File: src/rtl/rgmii_rx_pkg.sv
// Shared types and constants for the RGMII receive framer.
//   rx_state_e   : framer FSM states
//   link_speed_e : in-band link speed codes carried on RXD[2:1] during idle
//   PREAMBLE/SFD : frame delimiters
//   rise_nib / fall_nib : split a DDR sample word into its edge nibbles
package rgmii_rx_pkg;

  typedef enum logic [1:0] {
    IDLE = 2'd0,
    PRE  = 2'd1,
    DATA = 2'd2,
    DROP = 2'd3
  } rx_state_e;

  typedef enum logic [1:0] {
    SPEED_10M  = 2'b00,
    SPEED_100M = 2'b01,
    SPEED_1G   = 2'b10
  } link_speed_e;

  localparam logic [7:0]  PREAMBLE        = 8'h55;
  localparam logic [7:0]  SFD             = 8'hD5;
  localparam int unsigned MAX_LEN_DEFAULT = 1536;

  // Bit 2i of the DDR word is the rising-edge sample of RXD[i].
  function automatic logic [3:0] rise_nib(input logic [7:0] dq);
    return {dq[6], dq[4], dq[2], dq[0]};
  endfunction

  // Bit 2i+1 of the DDR word is the falling-edge sample of RXD[i].
  function automatic logic [3:0] fall_nib(input logic [7:0] dq);
    return {dq[7], dq[5], dq[3], dq[1]};
  endfunction

endpackage

File: src/rtl/rgmii_rx_nibble_pack.sv
// Byte assembly for the RGMII receive path.
//   clk_i, rst_ni   : clock, synchronous active-low reset
//   clr_i           : hold the nibble phase at 0 (outside frame data)
//   mode_1g_i       : 1 = DDR byte per cycle, 0 = one rising nibble per cycle
//   dv_i            : receive data valid for this sample
//   dq_i            : registered DDR sample word
//   byte_o/byte_valid_o : assembled byte and its strobe
//   odd_nibble_o    : a low nibble is waiting for its high half
module rgmii_rx_nibble_pack
  import rgmii_rx_pkg::*;
(
  input  logic       clk_i,
  input  logic       rst_ni,
  input  logic       clr_i,
  input  logic       mode_1g_i,
  input  logic       dv_i,
  input  logic [7:0] dq_i,
  output logic [7:0] byte_o,
  output logic       byte_valid_o,
  output logic       odd_nibble_o
);

  logic [3:0] rn;
  logic [3:0] fn;
  logic       phase_q, phase_d;
  logic [3:0] low_q, low_d;

  always_comb begin
    rn           = rise_nib(dq_i);
    fn           = fall_nib(dq_i);
    phase_d      = phase_q;
    low_d        = low_q;
    byte_o       = '0;
    byte_valid_o = 1'b0;
    if (clr_i) begin
      phase_d = 1'b0;
    end else if (dv_i) begin
      if (mode_1g_i) begin
        byte_o       = {fn, rn};
        byte_valid_o = 1'b1;
      end else if (!phase_q) begin
        // Low nibble travels first in 10/100 mode.
        low_d   = rn;
        phase_d = 1'b1;
      end else begin
        byte_o       = {rn, low_q};
        byte_valid_o = 1'b1;
        phase_d      = 1'b0;
      end
    end
  end

  assign odd_nibble_o = phase_q;

  always_ff @(posedge clk_i) begin
    if (!rst_ni) begin
      phase_q <= 1'b0;
      low_q   <= '0;
    end else begin
      phase_q <= phase_d;
      low_q   <= low_d;
    end
  end

endmodule

File: src/rtl/rgmii_rx_framer.sv
// RGMII receive framer: registers the DDR pin samples, assembles bytes,
// strips preamble/SFD and delivers a push-only byte stream with SOF/EOF/ERR.
// Decodes in-band link status from idle samples.
//   clkrx              : RX clock (only clock)
//   rst                : synchronous reset, active low
//   rxd_dq[7:0]        : RXD DDR samples, bit 2i rising / 2i+1 falling of RXD[i]
//   ctl_dq[1:0]        : [0] RX_DV, [1] RX_DV^RX_ER
//   speed_1g           : 1 = DDR byte mode, 0 = nibble mode (taken in IDLE)
//   m_data/m_valid     : frame byte and strobe
//   m_sof/m_eof/m_err  : first byte, last byte, frame-bad (with m_eof)
//   link_up/link_speed/link_duplex : in-band status
module rgmii_rx_framer
  import rgmii_rx_pkg::*;
#(
  parameter int unsigned MAX_LEN = MAX_LEN_DEFAULT
) (
  input  logic       clkrx,
  input  logic       rst,
  input  logic [7:0] rxd_dq,
  input  logic [1:0] ctl_dq,
  input  logic       speed_1g,
  output logic [7:0] m_data,
  output logic       m_valid,
  output logic       m_sof,
  output logic       m_eof,
  output logic       m_err,
  output logic       link_up,
  output logic [1:0] link_speed,
  output logic       link_duplex
);

  localparam int unsigned    LW      = $clog2(MAX_LEN + 1);
  localparam logic [LW-1:0]  LEN_MAX = LW'(MAX_LEN);
  localparam logic [LW-1:0]  LEN_ONE = LW'(1);

  // Input register stage
  logic [7:0] rxd_q;
  logic [1:0] ctl_q;

  // Framer state
  rx_state_e     state_q;
  logic          mode_q, mode_d;
  logic [3:0]    prev_rn_q;
  logic          prev_dv_q;
  logic [7:0]    hold_q;
  logic          hold_vld_q;
  logic [LW-1:0] len_q;
  logic          err_q;

  // Output registers
  logic [7:0] data_q;
  logic       valid_q, sof_q, eof_q, oerr_q;
  logic       link_up_q, link_duplex_q;
  logic [1:0] link_speed_q;

  // Decoded view of the registered sample
  logic       dv, er, sfd_hit, pack_clr;
  logic [3:0] rn, fn;
  logic [7:0] pack_byte;
  logic       pack_valid, pack_odd;

  always_comb begin
    dv       = ctl_q[0];
    er       = ctl_q[1] ^ ctl_q[0];
    rn       = rise_nib(rxd_q);
    fn       = fall_nib(rxd_q);
    mode_d   = (state_q == IDLE) ? speed_1g : mode_q;
    // Nibble mode sees the SFD as a 5 followed by a D on the rising samples.
    sfd_hit  = mode_d ? ({fn, rn} == SFD)
                      : (prev_dv_q && (prev_rn_q == PREAMBLE[3:0]) && (rn == SFD[7:4]));
    pack_clr = (state_q != DATA);
  end

  rgmii_rx_nibble_pack u_pack (
    .clk_i        (clkrx),
    .rst_ni       (rst),
    .clr_i        (pack_clr),
    .mode_1g_i    (mode_q),
    .dv_i         (dv),
    .dq_i         (rxd_q),
    .byte_o       (pack_byte),
    .byte_valid_o (pack_valid),
    .odd_nibble_o (pack_odd)
  );

  always_ff @(posedge clkrx) begin
    if (!rst) begin
      rxd_q         <= '0;
      ctl_q         <= '0;
      state_q       <= IDLE;
      mode_q        <= 1'b0;
      prev_rn_q     <= '0;
      prev_dv_q     <= 1'b0;
      hold_q        <= '0;
      hold_vld_q    <= 1'b0;
      len_q         <= '0;
      err_q         <= 1'b0;
      data_q        <= '0;
      valid_q       <= 1'b0;
      sof_q         <= 1'b0;
      eof_q         <= 1'b0;
      oerr_q        <= 1'b0;
      link_up_q     <= 1'b0;
      link_speed_q  <= '0;
      link_duplex_q <= 1'b0;
    end else begin
      rxd_q     <= rxd_dq;
      ctl_q     <= ctl_dq;
      mode_q    <= mode_d;
      prev_rn_q <= rn;
      prev_dv_q <= dv;
      valid_q   <= 1'b0;
      sof_q     <= 1'b0;
      eof_q     <= 1'b0;
      oerr_q    <= 1'b0;

      case (state_q)
        IDLE, PRE: begin
          hold_vld_q <= 1'b0;
          len_q      <= '0;
          err_q      <= 1'b0;
          if (!dv) begin
            state_q <= IDLE;
            if ((state_q == IDLE) && (ctl_q == 2'b00)) begin
              link_up_q     <= rn[0];
              link_speed_q  <= rn[2:1];
              link_duplex_q <= rn[3];
            end
          end else if (sfd_hit) begin
            state_q <= DATA;
          end else begin
            state_q <= PRE;
          end
        end

        DATA: begin
          if (dv && er) begin
            err_q <= 1'b1;
          end
          // A byte leaves the hold only once the next byte completes or DV
          // drops, so the last byte can carry EOF and a dangling nibble can
          // still mark it bad.
          if (!dv) begin
            if (hold_vld_q) begin
              data_q  <= hold_q;
              valid_q <= 1'b1;
              sof_q   <= (len_q == LEN_ONE);
              eof_q   <= 1'b1;
              oerr_q  <= err_q | pack_odd;
            end
            state_q <= IDLE;
          end else if (len_q == LEN_MAX) begin
            data_q  <= hold_q;
            valid_q <= 1'b1;
            sof_q   <= (len_q == LEN_ONE);
            eof_q   <= 1'b1;
            oerr_q  <= 1'b1;
            state_q <= DROP;
          end else if (pack_valid) begin
            if (hold_vld_q) begin
              data_q  <= hold_q;
              valid_q <= 1'b1;
              sof_q   <= (len_q == LEN_ONE);
            end
            hold_q     <= pack_byte;
            hold_vld_q <= 1'b1;
            len_q      <= len_q + LEN_ONE;
          end
        end

        DROP: begin
          hold_vld_q <= 1'b0;
          len_q      <= '0;
          err_q      <= 1'b0;
          if (!dv) begin
            state_q <= IDLE;
          end
        end
      endcase
    end
  end

  assign m_data      = data_q;
  assign m_valid     = valid_q;
  assign m_sof       = sof_q;
  assign m_eof       = eof_q;
  assign m_err       = oerr_q;
  assign link_up     = link_up_q;
  assign link_speed  = link_speed_q;
  assign link_duplex = link_duplex_q;

endmodule

File: config.mk
export PLATFORM = sky130hd
export DESIGN_NAME = rgmii_rx_framer
export DESIGN_NICKNAME = d
export VERILOG_FILES = /design/src/rtl/rgmii_rx_pkg.sv /design/src/rtl/rgmii_rx_nibble_pack.sv /design/src/rtl/rgmii_rx_framer.sv
export SDC_FILE = /design/constraint.sdc
export NUM_CORES = 1
export LEC_CHECK = 0
export BUFFER_PORTS_ARGS = -buffer_cell sky130_fd_sc_hd__buf_2
export CAP_MARGIN = 0
export CORE_AREA = 2 2 62 76
export DETAILED_ROUTE_END_ITERATION = 7
export DIE_AREA = 0 0 64 78
export PLACE_DENSITY = 0.78
export SLEW_MARGIN = 20
export SYNTH_ARGS = -nofsm -noshare
export SYNTH_HDL_FRONTEND = slang
export SYNTH_SLANG_ARGS = --single-unit
File: constraint.sdc
create_clock -name clkrx -period 2.55 [get_ports clkrx]
set_clock_uncertainty 0.2 [all_clocks]
set_input_delay 0.51 -clock clkrx [delete_from_list [all_inputs] [get_ports clkrx]]
set_output_delay 0.51 -clock clkrx [all_outputs]
set_load 0.03 [all_outputs]
==> results of run 1 <==
==> flip-flops by register name, indices dropped and copies added (netlist names), 2 cells and up <==
register / flops
len_q: 11
hold_q: 8
m_data: 8
rxd_q: 8
prev_rn_q: 4
u_pack.low_q: 4
ctl_q: 2
link_speed: 2
state_q: 2
==> how the worst max path moves through the flow <==
stage          startpoint   endpoint  cells after the start
6_report         len_q[0]  hold_q[1]                      6
5_1_grt          len_q[0]  hold_q[3]                      6
4_1_cts          len_q[0]  hold_q[1]                      6
3_5_place_dp     len_q[0]  hold_q[1]                      6
3_3_place_gp     len_q[0]  hold_q[4]                      6
2_1_floorplan    len_q[0]   len_q[2]                      6
==> power breakdown <==
group | switching [mW] | total, mW | internal [mW]
combinational | 0.0358 | 0.0711 | 0.0353
clock | 0.357 | 0.824 | 0.466
sequential | 0.0176 | 0.971 | 0.954
total | 0.411 | 1.87 | 1.46
==> critical path: cells and delay by family (launching register included) <==
kind                     cells  cell delay [ns]
AND/OR/NAND/NOR              3             0.77
flip-flops                   1             0.42
multiplexers                 1             0.32
adder cells (fa/ha/maj)      1             0.19
buffers and inverters        1             0.07
==> cells in the final DEF, fill, tap and decap left out, types with 2 or more instances in the layout <==
| cell type | instances |
|---|---|
| sky130_fd_sc_hd__o211ai_1 | 2 |
| sky130_fd_sc_hd__mux2i_1 | 26 |
| sky130_fd_sc_hd__nand2_1 | 40 |
| sky130_fd_sc_hd__nand4_1 | 4 |
| sky130_fd_sc_hd__clkinv_2 | 3 |
| sky130_fd_sc_hd__nor3_1 | 2 |
| sky130_fd_sc_hd__buf_2 | 28 |
| sky130_fd_sc_hd__or3_1 | 2 |
| sky130_fd_sc_hd__ha_1 | 3 |
| sky130_fd_sc_hd__a21oi_1 | 7 |
| sky130_fd_sc_hd__inv_1 | 5 |
| sky130_fd_sc_hd__nand3_1 | 5 |
| sky130_fd_sc_hd__xnor2_1 | 4 |
| sky130_fd_sc_hd__and2_1 | 14 |
| sky130_fd_sc_hd__buf_4 | 3 |
| sky130_fd_sc_hd__mux2_2 | 6 |
| sky130_fd_sc_hd__nor2_1 | 14 |
| sky130_fd_sc_hd__xor2_1 | 4 |
| sky130_fd_sc_hd__nor2b_1 | 9 |
| sky130_fd_sc_hd__and4_1 | 2 |
| sky130_fd_sc_hd__dfxtp_1 | 60 |
| sky130_fd_sc_hd__o21ai_0 | 6 |
| sky130_fd_sc_hd__nor4_4 | 2 |
| sky130_fd_sc_hd__clkbuf_8 | 10 |
==> cell type report <==
| class | instances | area, sq um |
|---|---|---|
| inverters | 5 | 18.8 |
| multi-input cells | 171 | 1170 |
| clock buffers | 10 | 138 |
| clock inverters | 5 | 52.6 |
| flip-flops and latches | 60 | 1200 |
| well taps | 56 | 70.1 |
| fillers | 361 | 1390 |
| repair buffers | 31 | 163 |
==> per-layer routing <==
layer	vias to the layer above	share of wire (%)	track usage, %
met5	-	0	0
met4	0	3.5	15.7
met3	12	3.0	4.78
met2	28	49	32.3
met1	818	44	21.9
li1	902	-	-
==> metrics by stage <==
| step | utilization (%) | area [sq um] | total power, mW |
|---|---|---|---|
| 3_3_place_gp | 62.4 | 2620 | 1.06 |
| 5_1_grt | 67.0 | 2810 | 1.94 |
| 4_1_cts | 67.0 | 2810 | 1.88 |
| 3_5_place_dp | 62.4 | 2620 | 1.06 |
| 6_report | 67.0 | 2810 | 1.87 |
| 2_1_floorplan | - | 2460 | 1.04 |
==> cell families after synthesis <==
group                    Yosys count  synth area share [%]
adder cells (fa/ha/maj)            3                  1.53
AND/OR/NAND/NOR                  107                  24.1
AO/OA/AOI/OAI                     21                  5.70
flip-flops                        60                  48.9
buffers and inverters             17                  3.61
multiplexers                      32                  13.3
XOR/XNOR                           8                  2.85
==> flow_metrics.tcl, run 1 <==
set metrics [dict create \
    route.antenna.remaining_nets 0 \
    required_ns 2.60 \
    drive_above_1_share_pct 21.6 \
    setup_repair_after_global_routing_missed_its_margin "no" \
    hold-path-endpoint "rxd_q[6]" \
    clkTransAtPathRegs_ns 0.06 \
    antenna_cells 0 \
    rows 26 \
    dr.first_iter.drc_count 73 \
    fin_crit_sh_pct 80.3 \
    die_width_um 64 \
    syn_inst 248 \
    post-route-min-period_ns 2.05 \
    timing.critical_path.fanout_max 8 \
    endpoint_kind "register" \
    synth.top_cells.by_count "sky130_fd_sc_hd__dfxtp_1 (60), sky130_fd_sc_hd__nand2_1 (40), sky130_fd_sc_hd__mux2i_1 (26)" \
    timing.rr.start "len_q[0]" \
    irDropWorstVdd_mv 0.402 \
    finalHoldViolCount 0 \
    worst_hold_slack_ns 0.176 \
    hold_path_depth 2 \
    io_buffers 28 \
    cts_root_buf "sky130_fd_sc_hd__clkbuf_8" \
    crit_path_cell_trace "inv_1 > ha_1 > and3_1 > nand3_1 > nand4b_1 > mux2i_1" \
    grt_max_degree 42 \
    rr_endpoint "hold_q[1]" \
    gp_routability_congestion 0.767 \
    syn_nets 264 \
    synth-seq-area-share_pct 48.9 \
    ys_async_sr_fraction_pct 0 \
    setup_viols_final 0 \
    cts-htree-levels 3 \
    timing_worst_slew_pin_value_ns 0.573 \
    grt_first_pass_wirelength_um 7450 \
    dp_hpwl_um 3060 \
    maxCapViolations 0 \
    total_leakage_power_nw 1.16 \
    synth-edff-count 0 \
    post_cts_setup_buffers 0 \
    tritoncts "built" \
    remaining_drc_errors 0 \
    detail_route.vias_per_cell 5.21 \
    drt_wl_total_um 4360 \
    groute.usage.overall_pct 19.9 \
    worst_slew_slack_as_a_fraction_of_its_limit_pct 61.6 \
    mean_routed_wirelength_per_cell_um 12.9 \
    yosys.cell_types.count 43 \
    synth.top_cells.by_area "sky130_fd_sc_hd__dfxtp_1 (49%), sky130_fd_sc_hd__mux2i_1 (11%), sky130_fd_sc_hd__nand2_1 (6.1%)" \
    mappedNetlistArea_sq_um 2460 \
    post_layout_nonfiller_instances 338 \
    most_frequent_cell_after_synthesis "sky130_fd_sc_hd__dfxtp_1" \
    start_kind "register" \
    crit_path_max_delay_cell_type "sky130_fd_sc_hd__nand4b_1" \
    syn_area_per_cell_sq_um 9.91 \
    layout_setup_ws_ns 0.502 \
    r2r.worst_path.cells 6 \
    timing_max_transition_violations_final 0 \
    cts_hold_repair.buffers 0 \
    powerDensity_nw_per_um2 664 \
    areaGrowthSynthToFinish_pct 14.4 \
    yosysWarnings 0 \
    core_region_area_sq_um 4200 \
    dr_total_vias 1760 \
    finalNetCount 294 \
    cts_made_buffers 9 \
    number_of_antenna_violations_at_the_first_check_in_global_routing 0 \
    postSynth.topFlopCell "sky130_fd_sc_hd__dfxtp_1" \
    crit_type "register to register" \
    cts.path.max_buffers 2 \
    synthDominantAreaCellType "sky130_fd_sc_hd__dfxtp_1" \
    worst_hold_path_type "input port to register" \
    cp_data_arrival_time_ns 2.10 \
    synth-seq-cells 60 \
    ios 29 \
    worst_hold_startpoint "rxd_dq[6]" \
    cts.sink_count 60 \
    r2r_setup_slack_ns 0.50 \
    floorplan.die_area_sq_um 4990 \
    status "finished, final reports clean" \
    tns_ns 0 \
    pre_cts_ws_ns 0.515 \
    synthDominantCellAreaShare_pct 48.9 \
    grt.overflow.total 0 \
    crit_path_max_incr_delay_ns 0.44 \
    clock_latency_ns 0.34 \
    placedCellCount 323 \
    start_util_pct 58.6 \
    fp.dieH_um 78 \
    postCtsResizedCells 0 \
    clock.fmax_ghz 0.488 \
    grt_pass1_vias 1713 \
    first_pass_iters 4 \
]
(Power assumes the default switching activity.)
==> inputs of run 2 (changes only) <==
- CORE_AREA: 2 2 62 76 -> 2 2 63 77
- DIE_AREA: 0 0 64 78 -> 0 0 65 79
- PLACE_DENSITY: 0.78 -> 0.76
- clock period: 2.55 -> 2.12 ns (I/O delays scaled with it)
==> run 2 against run 1 <==
Sequential share of layout area decreased by 0.88 points. Clock-buffer cell count up 2. Sequential power rose by 20%. Global-route usage rose by 0.31 points. Worst setup slack worse by 0.31 ns. Clock power up 25%. Cell count grew 2.1%.
==> flow_metrics.tcl, run 2 (synthesis gave the netlist of run 1 again) <==
set metrics [dict create \
    total_leakage_power_nw 1.18 \
    io_buffers 28 \
    cts_made_buffers 9 \
    fp.dieH_um 79 \
    finished_layout_cell_area_sq_um 2870 \
    first_pass_iters 4 \
    setup_repair_after_global_routing_missed_its_margin "no" \
    drt_wl_total_um 4670 \
    grt_first_pass_wirelength_um 7600 \
    r2r.worst_path.cells 6 \
    setup.worst_path.end "m_data[6]" \
    worst-path-stages 6 \
    crit_path_cell_trace "inv_1 > ha_1 > and3_1 > nand4_2 > a21boi_4 > mux2i_1" \
    cts-htree-levels 3 \
    worst_setup_path_startpoint "len_q[1]" \
    route.antenna.remaining_nets 0 \
    r2r_setup_slack_ns 0.19 \
    irDropWorstVdd_mv 0.431 \
    area_of_the_multi_input_gates_sq_um 1180 \
    remaining_drc_errors 0 \
    cts.sink_count 60 \
    placedCellCount 329 \
    groute.usage.overall_pct 20.2 \
    cts.path.max_buffers 2 \
    timing.critical_path.fanout_max 8 \
    rows 27 \
    powerDensity_nw_per_um2 798 \
    clkTransAtPathRegs_ns 0.07 \
    regArea_sq_um 1200 \
    drive_above_1_share_pct 23.0 \
    clock.fmax_ghz 0.519 \
    maxCapViolations 0 \
    worst_hold_slack_ns 0.0955 \
    antenna_cells 0 \
    cts_hold_repair.buffers 0 \
    worst_hold_path_type "input port to register" \
    crit_buf_inv 1 \
    num-fill-cells 377 \
    clock_latency_ns 0.33 \
    finalHoldViolCount 0 \
    layout_setup_ws_ns 0.195 \
    start_kind "register" \
    detail_route.vias_per_cell 5.28 \
    critical-path-top-delay-family "simple AND/OR/NAND/NOR gates" \
    cts_root_buf "sky130_fd_sc_hd__clkbuf_8" \
    timing_max_transition_violations_final 0 \
    dp_hpwl_um 3170 \
    post_layout_nonfiller_instances 345 \
    crit_path_max_incr_delay_ns 0.40 \
    status "finished, final reports clean" \
    timing_worst_slew_pin_value_ns 0.487 \
    registers.top_by_ff_count "len_q" \
    start_util_pct 55.5 \
    setup_viols_final 0 \
    required_ns 2.18 \
    crit_type "register to register" \
    endpoint_kind "register" \
    post-route-min-period_ns 1.93 \
    dpl-instance-area_sq_um 2650 \
    ios 29 \
    die_width_um 65 \
    mean_routed_wirelength_per_cell_um 13.5 \
    floorplan.die_area_sq_um 5140 \
    fin_crit_sh_pct 90.8 \
    areaGrowthSynthToFinish_pct 16.8 \
    finalNetCount 298 \
    cp_data_arrival_time_ns 1.98 \
    crit_path_max_delay_cell_type "sky130_fd_sc_hd__a21boi_4" \
    grt_max_degree 22 \
    largest_register_ffs 11 \
    hold_path_depth 2 \
    mostFrequentLayoutCell "sky130_fd_sc_hd__dfxtp_1" \
    pre_cts_ws_ns 0.105 \
    dr.first_iter.drc_count 69 \
    tns_ns 0 \
    tritoncts "built" \
    final_cell_mix "sky130_fd_sc_hd__dfxtp_1 (60), sky130_fd_sc_hd__nand2_1 (40), sky130_fd_sc_hd__buf_2 (28), sky130_fd_sc_hd__mux2i_1 (26)" \
    worst_slew_slack_as_a_fraction_of_its_limit_pct 67.5 \
    number_of_antenna_violations_at_the_first_check_in_global_routing 0 \
    grt_pass1_vias 1687 \
    gp_routability_congestion 0.819 \
    timing.rr.start "len_q[1]" \
    grt.overflow.total 0 \
    dr_total_vias 1822 \
    rr_endpoint "m_data[6]" \
    core_region_area_sq_um 4430 \
]
-- run 2: cell count changes in the layout (fill, tap and decap cells not counted) --
cell	previous run	this run
sky130_fd_sc_hd__buf_4	3	7
sky130_fd_sc_hd__a21boi_2	1	0
sky130_fd_sc_hd__a21boi_4	0	1
sky130_fd_sc_hd__a31oi_1	1	0
sky130_fd_sc_hd__a31oi_2	0	1
sky130_fd_sc_hd__clkbuf_1	0	1
sky130_fd_sc_hd__clkbuf_8	10	11
sky130_fd_sc_hd__clkinv_2	3	2
-- run 2: where the power goes --
part,switching (mW),total [mW],internal (mW)
logic,0.0470,0.0920,0.0451
clock network,0.428,1.03,0.603
registers,0.0194,1.17,1.15
total,0.495,2.29,1.79
-- run 2: worst min-delay path by stage --
| stage | slack [ns] | end | startpoint |
|---|---|---|---|
| final | 0.1 | rxd_q[2] | rxd_dq[2] |
| after global routing | 0.08 | rxd_q[7] | rxd_dq[7] |
| after CTS | 0.08 | rxd_q[7] | rxd_dq[7] |
| after detailed placement | 0.25 | m_data[3] | m_data[3] |
| after global placement | 0.24 | m_data[4] | m_data[4] |
| after floorplan | 0.24 | err_q | err_q |
-- run 2: per-stage QoR --
step | util (%) | power [mW]
final | 64.8 | 2.29
after global routing | 64.8 | 2.38
after CTS | 64.5 | 2.30
after detailed placement | 59.9 | 1.28
after global placement | 59.9 | 1.28
after floorplan | - | 1.25
-- run 2: routing by layer --
metal  share of wire (%)  global-route usage, %
met1                  42                   22.1
met2                  51                   32.7
met3                 4.0                   6.66
met4                 3.2                   13.8
met5                   0                      0
-- run 2: area by class of cell --
cell class / instances / area share [%]
multi-input combinational: 171 / 41.2
sequential: 60 / 41.9
clock buffer: 12 / 5.41
timing repair buffer: 35 / 6.72
inverter: 5 / 0.654
tap: 58 / 2.53
clock inverter: 4 / 1.66
-- run 2: repair_timing --
action                                  in CTS  in global routing
buffers inserted                             0                  0
resized for setup                            0                  2
endpoints found under the setup margin       0                  9
==> inputs of run 3 (changes only) <==
- PLACE_DENSITY: 0.76 -> unset
- PLACE_DENSITY_LB_ADDON: unset -> 0.2
==> run 3 against run 2 <==
Hold slack lost 0.00053 ns. Non-clock buffer count is the same. Register-to-register slack gained 0.03 ns. Worst setup slack gained 0.033 ns. Sequential share of layout area grew 0.59 points. Sequential power is essentially flat. Largest power group unchanged. Highest routed layer unchanged.
==> flow_metrics.tcl, run 3 (synthesis gave the netlist of run 1 again) <==
set metrics [dict create \
    cts_hold_repair.buffers 0 \
    irDropWorstVdd_mv 0.493 \
    post-route-min-period_ns 1.89 \
    largest_register_ffs 11 \
    worst_hold_slack_ns 0.0949 \
    tritoncts "built" \
    powerDensity_nw_per_um2 758 \
    cts_made_buffers 9 \
    post_cts_setup_buffers 0 \
    io_buffers 28 \
    finalHoldViolCount 0 \
    drt_wl_total_um 4360 \
    gp_routability_congestion 0.782 \
    total_leakage_power_nw 1.17 \
    antenna_cells 0 \
    cp_data_arrival_time_ns 1.95 \
    finalNetCount 298 \
    final_cell_mix "sky130_fd_sc_hd__dfxtp_1 (60), sky130_fd_sc_hd__nand2_1 (40), sky130_fd_sc_hd__buf_2 (28), sky130_fd_sc_hd__mux2i_1 (26)" \
    cts.sink_count 60 \
    routed-wl-met3_um 167 \
    number_of_antenna_violations_at_the_first_check_in_global_routing 0 \
    crit_type "register to register" \
    setup_viols_final 0 \
    grt.overflow.total 0 \
    dr.max_layer_used "met4" \
    mostFrequentLayoutCell "sky130_fd_sc_hd__dfxtp_1" \
    remaining_drc_errors 0 \
    core_region_area_sq_um 4430 \
    mean_routed_wirelength_per_cell_um 12.7 \
    pre_cts_ws_ns 0.0737 \
    clock.fmax_ghz 0.528 \
    cts-htree-levels 3 \
    dp_hpwl_um 3150 \
    dpl-instance-area_sq_um 2650 \
    detail_route.vias_per_cell 5.06 \
    cts_root_buf "sky130_fd_sc_hd__clkbuf_8" \
    required_ns 2.18 \
    drive_above_1_share_pct 22.0 \
    timing.critical_path.fanout_max 8 \
    design_power_total_mw 2.14 \
    r2r_setup_slack_ns 0.23 \
    timing_max_transition_violations_final 0 \
    layout_setup_ws_ns 0.228 \
    finished_layout_cell_area_sq_um 2830 \
    grt_max_degree 32 \
    first_pass_iters 4 \
    grt_pass1_vias 1718 \
    maxCapViolations 0 \
    tns_ns 0 \
    registers.top_by_ff_count "len_q" \
    rows 27 \
    postCtsResizedCells 0 \
    endpoint_kind "register" \
    met2RoutedLength_um 2140 \
    floorplan.die_area_sq_um 5140 \
    fin_crit_sh_pct 89.3 \
    dr.first_iter.drc_count 118 \
    timing_worst_slew_pin_value_ns 0.480 \
    areaGrowthSynthToFinish_pct 15.1 \
    die_width_um 65 \
    worst_hold_path_type "input port to register" \
    clock_latency_ns 0.33 \
    clkTransAtPathRegs_ns 0.07 \
    setup_repair_after_global_routing_missed_its_margin "no" \
    status "finished, final reports clean" \
    worst_slew_slack_as_a_fraction_of_its_limit_pct 67.9 \
    ios 29 \
    groute.usage.overall_pct 19.7 \
    wl_met1_um 1970 \
    grt_first_pass_wirelength_um 7630 \
    cts.path.max_buffers 2 \
    start_kind "register" \
    fp.dieH_um 79 \
    route.antenna.remaining_nets 0 \
    dr_total_vias 1740 \
    start_util_pct 55.5 \
]
==> run 3: changes by cell type in the layout (fill, tap and decap cells not counted), sizes merged <==
cell / delta
bufinv: -1
clkinvlp: -1
clkbuf: +1
==> run 3: final cells by class <==
type / instances / area, sq um
repair buffers: 35 / 193
clock inverters: 2 / 10.0
inverters: 5 / 18.8
multi-input cells: 171 / 1170
well taps: 58 / 72.6
flip-flops and latches: 60 / 1200
fillers: 389 / 1600
clock buffers: 13 / 159
==> run 3: path summary, 6_finish.rpt <==
check	start	to	cells after the start
min	rxd_dq[5]	rxd_q[5]	2
max reg2reg	len_q[1]	m_data[5]	6
min reg2reg	m_data[7]	m_data[7]	2
max	len_q[1]	m_data[5]	6
==> run 3: where the power goes <==
part | switching (mW) | total (mW) | internal (mW)
registers | 0.0185 | 1.17 | 1.15
logic | 0.0455 | 0.0903 | 0.0448
clock network | 0.411 | 0.889 | 0.478
total | 0.475 | 2.14 | 1.67
==> run 3: per-stage QoR <==
| stage | utilization (%) | instances |
|---|---|---|
| floorplan | - | 248 |
| global placement | 59.9 | 329 |
| detailed placement | 59.9 | 329 |
| CTS | 63.8 | 344 |
| global route | 63.9 | 344 |
| finish | 63.9 | 344 |
==> run 3: worst max-delay path, cell delays in order, from the launching register on <==
cell and delay (ns):
sky130_fd_sc_hd__dfxtp_1 0.33, sky130_fd_sc_hd__inv_1 0.10, sky130_fd_sc_hd__ha_1 0.14, sky130_fd_sc_hd__and3_1 0.22
sky130_fd_sc_hd__nand4_2 0.20, sky130_fd_sc_hd__a21boi_4 0.40, sky130_fd_sc_hd__mux2i_1 0.23
==> run 3: per-layer routing <==
metal	global-route usage, %	vias to the layer above
li1	-	900
met3	5.10	9
met2	32.5	39
met4	10.9	0
met1	23.2	792
met5	0	-
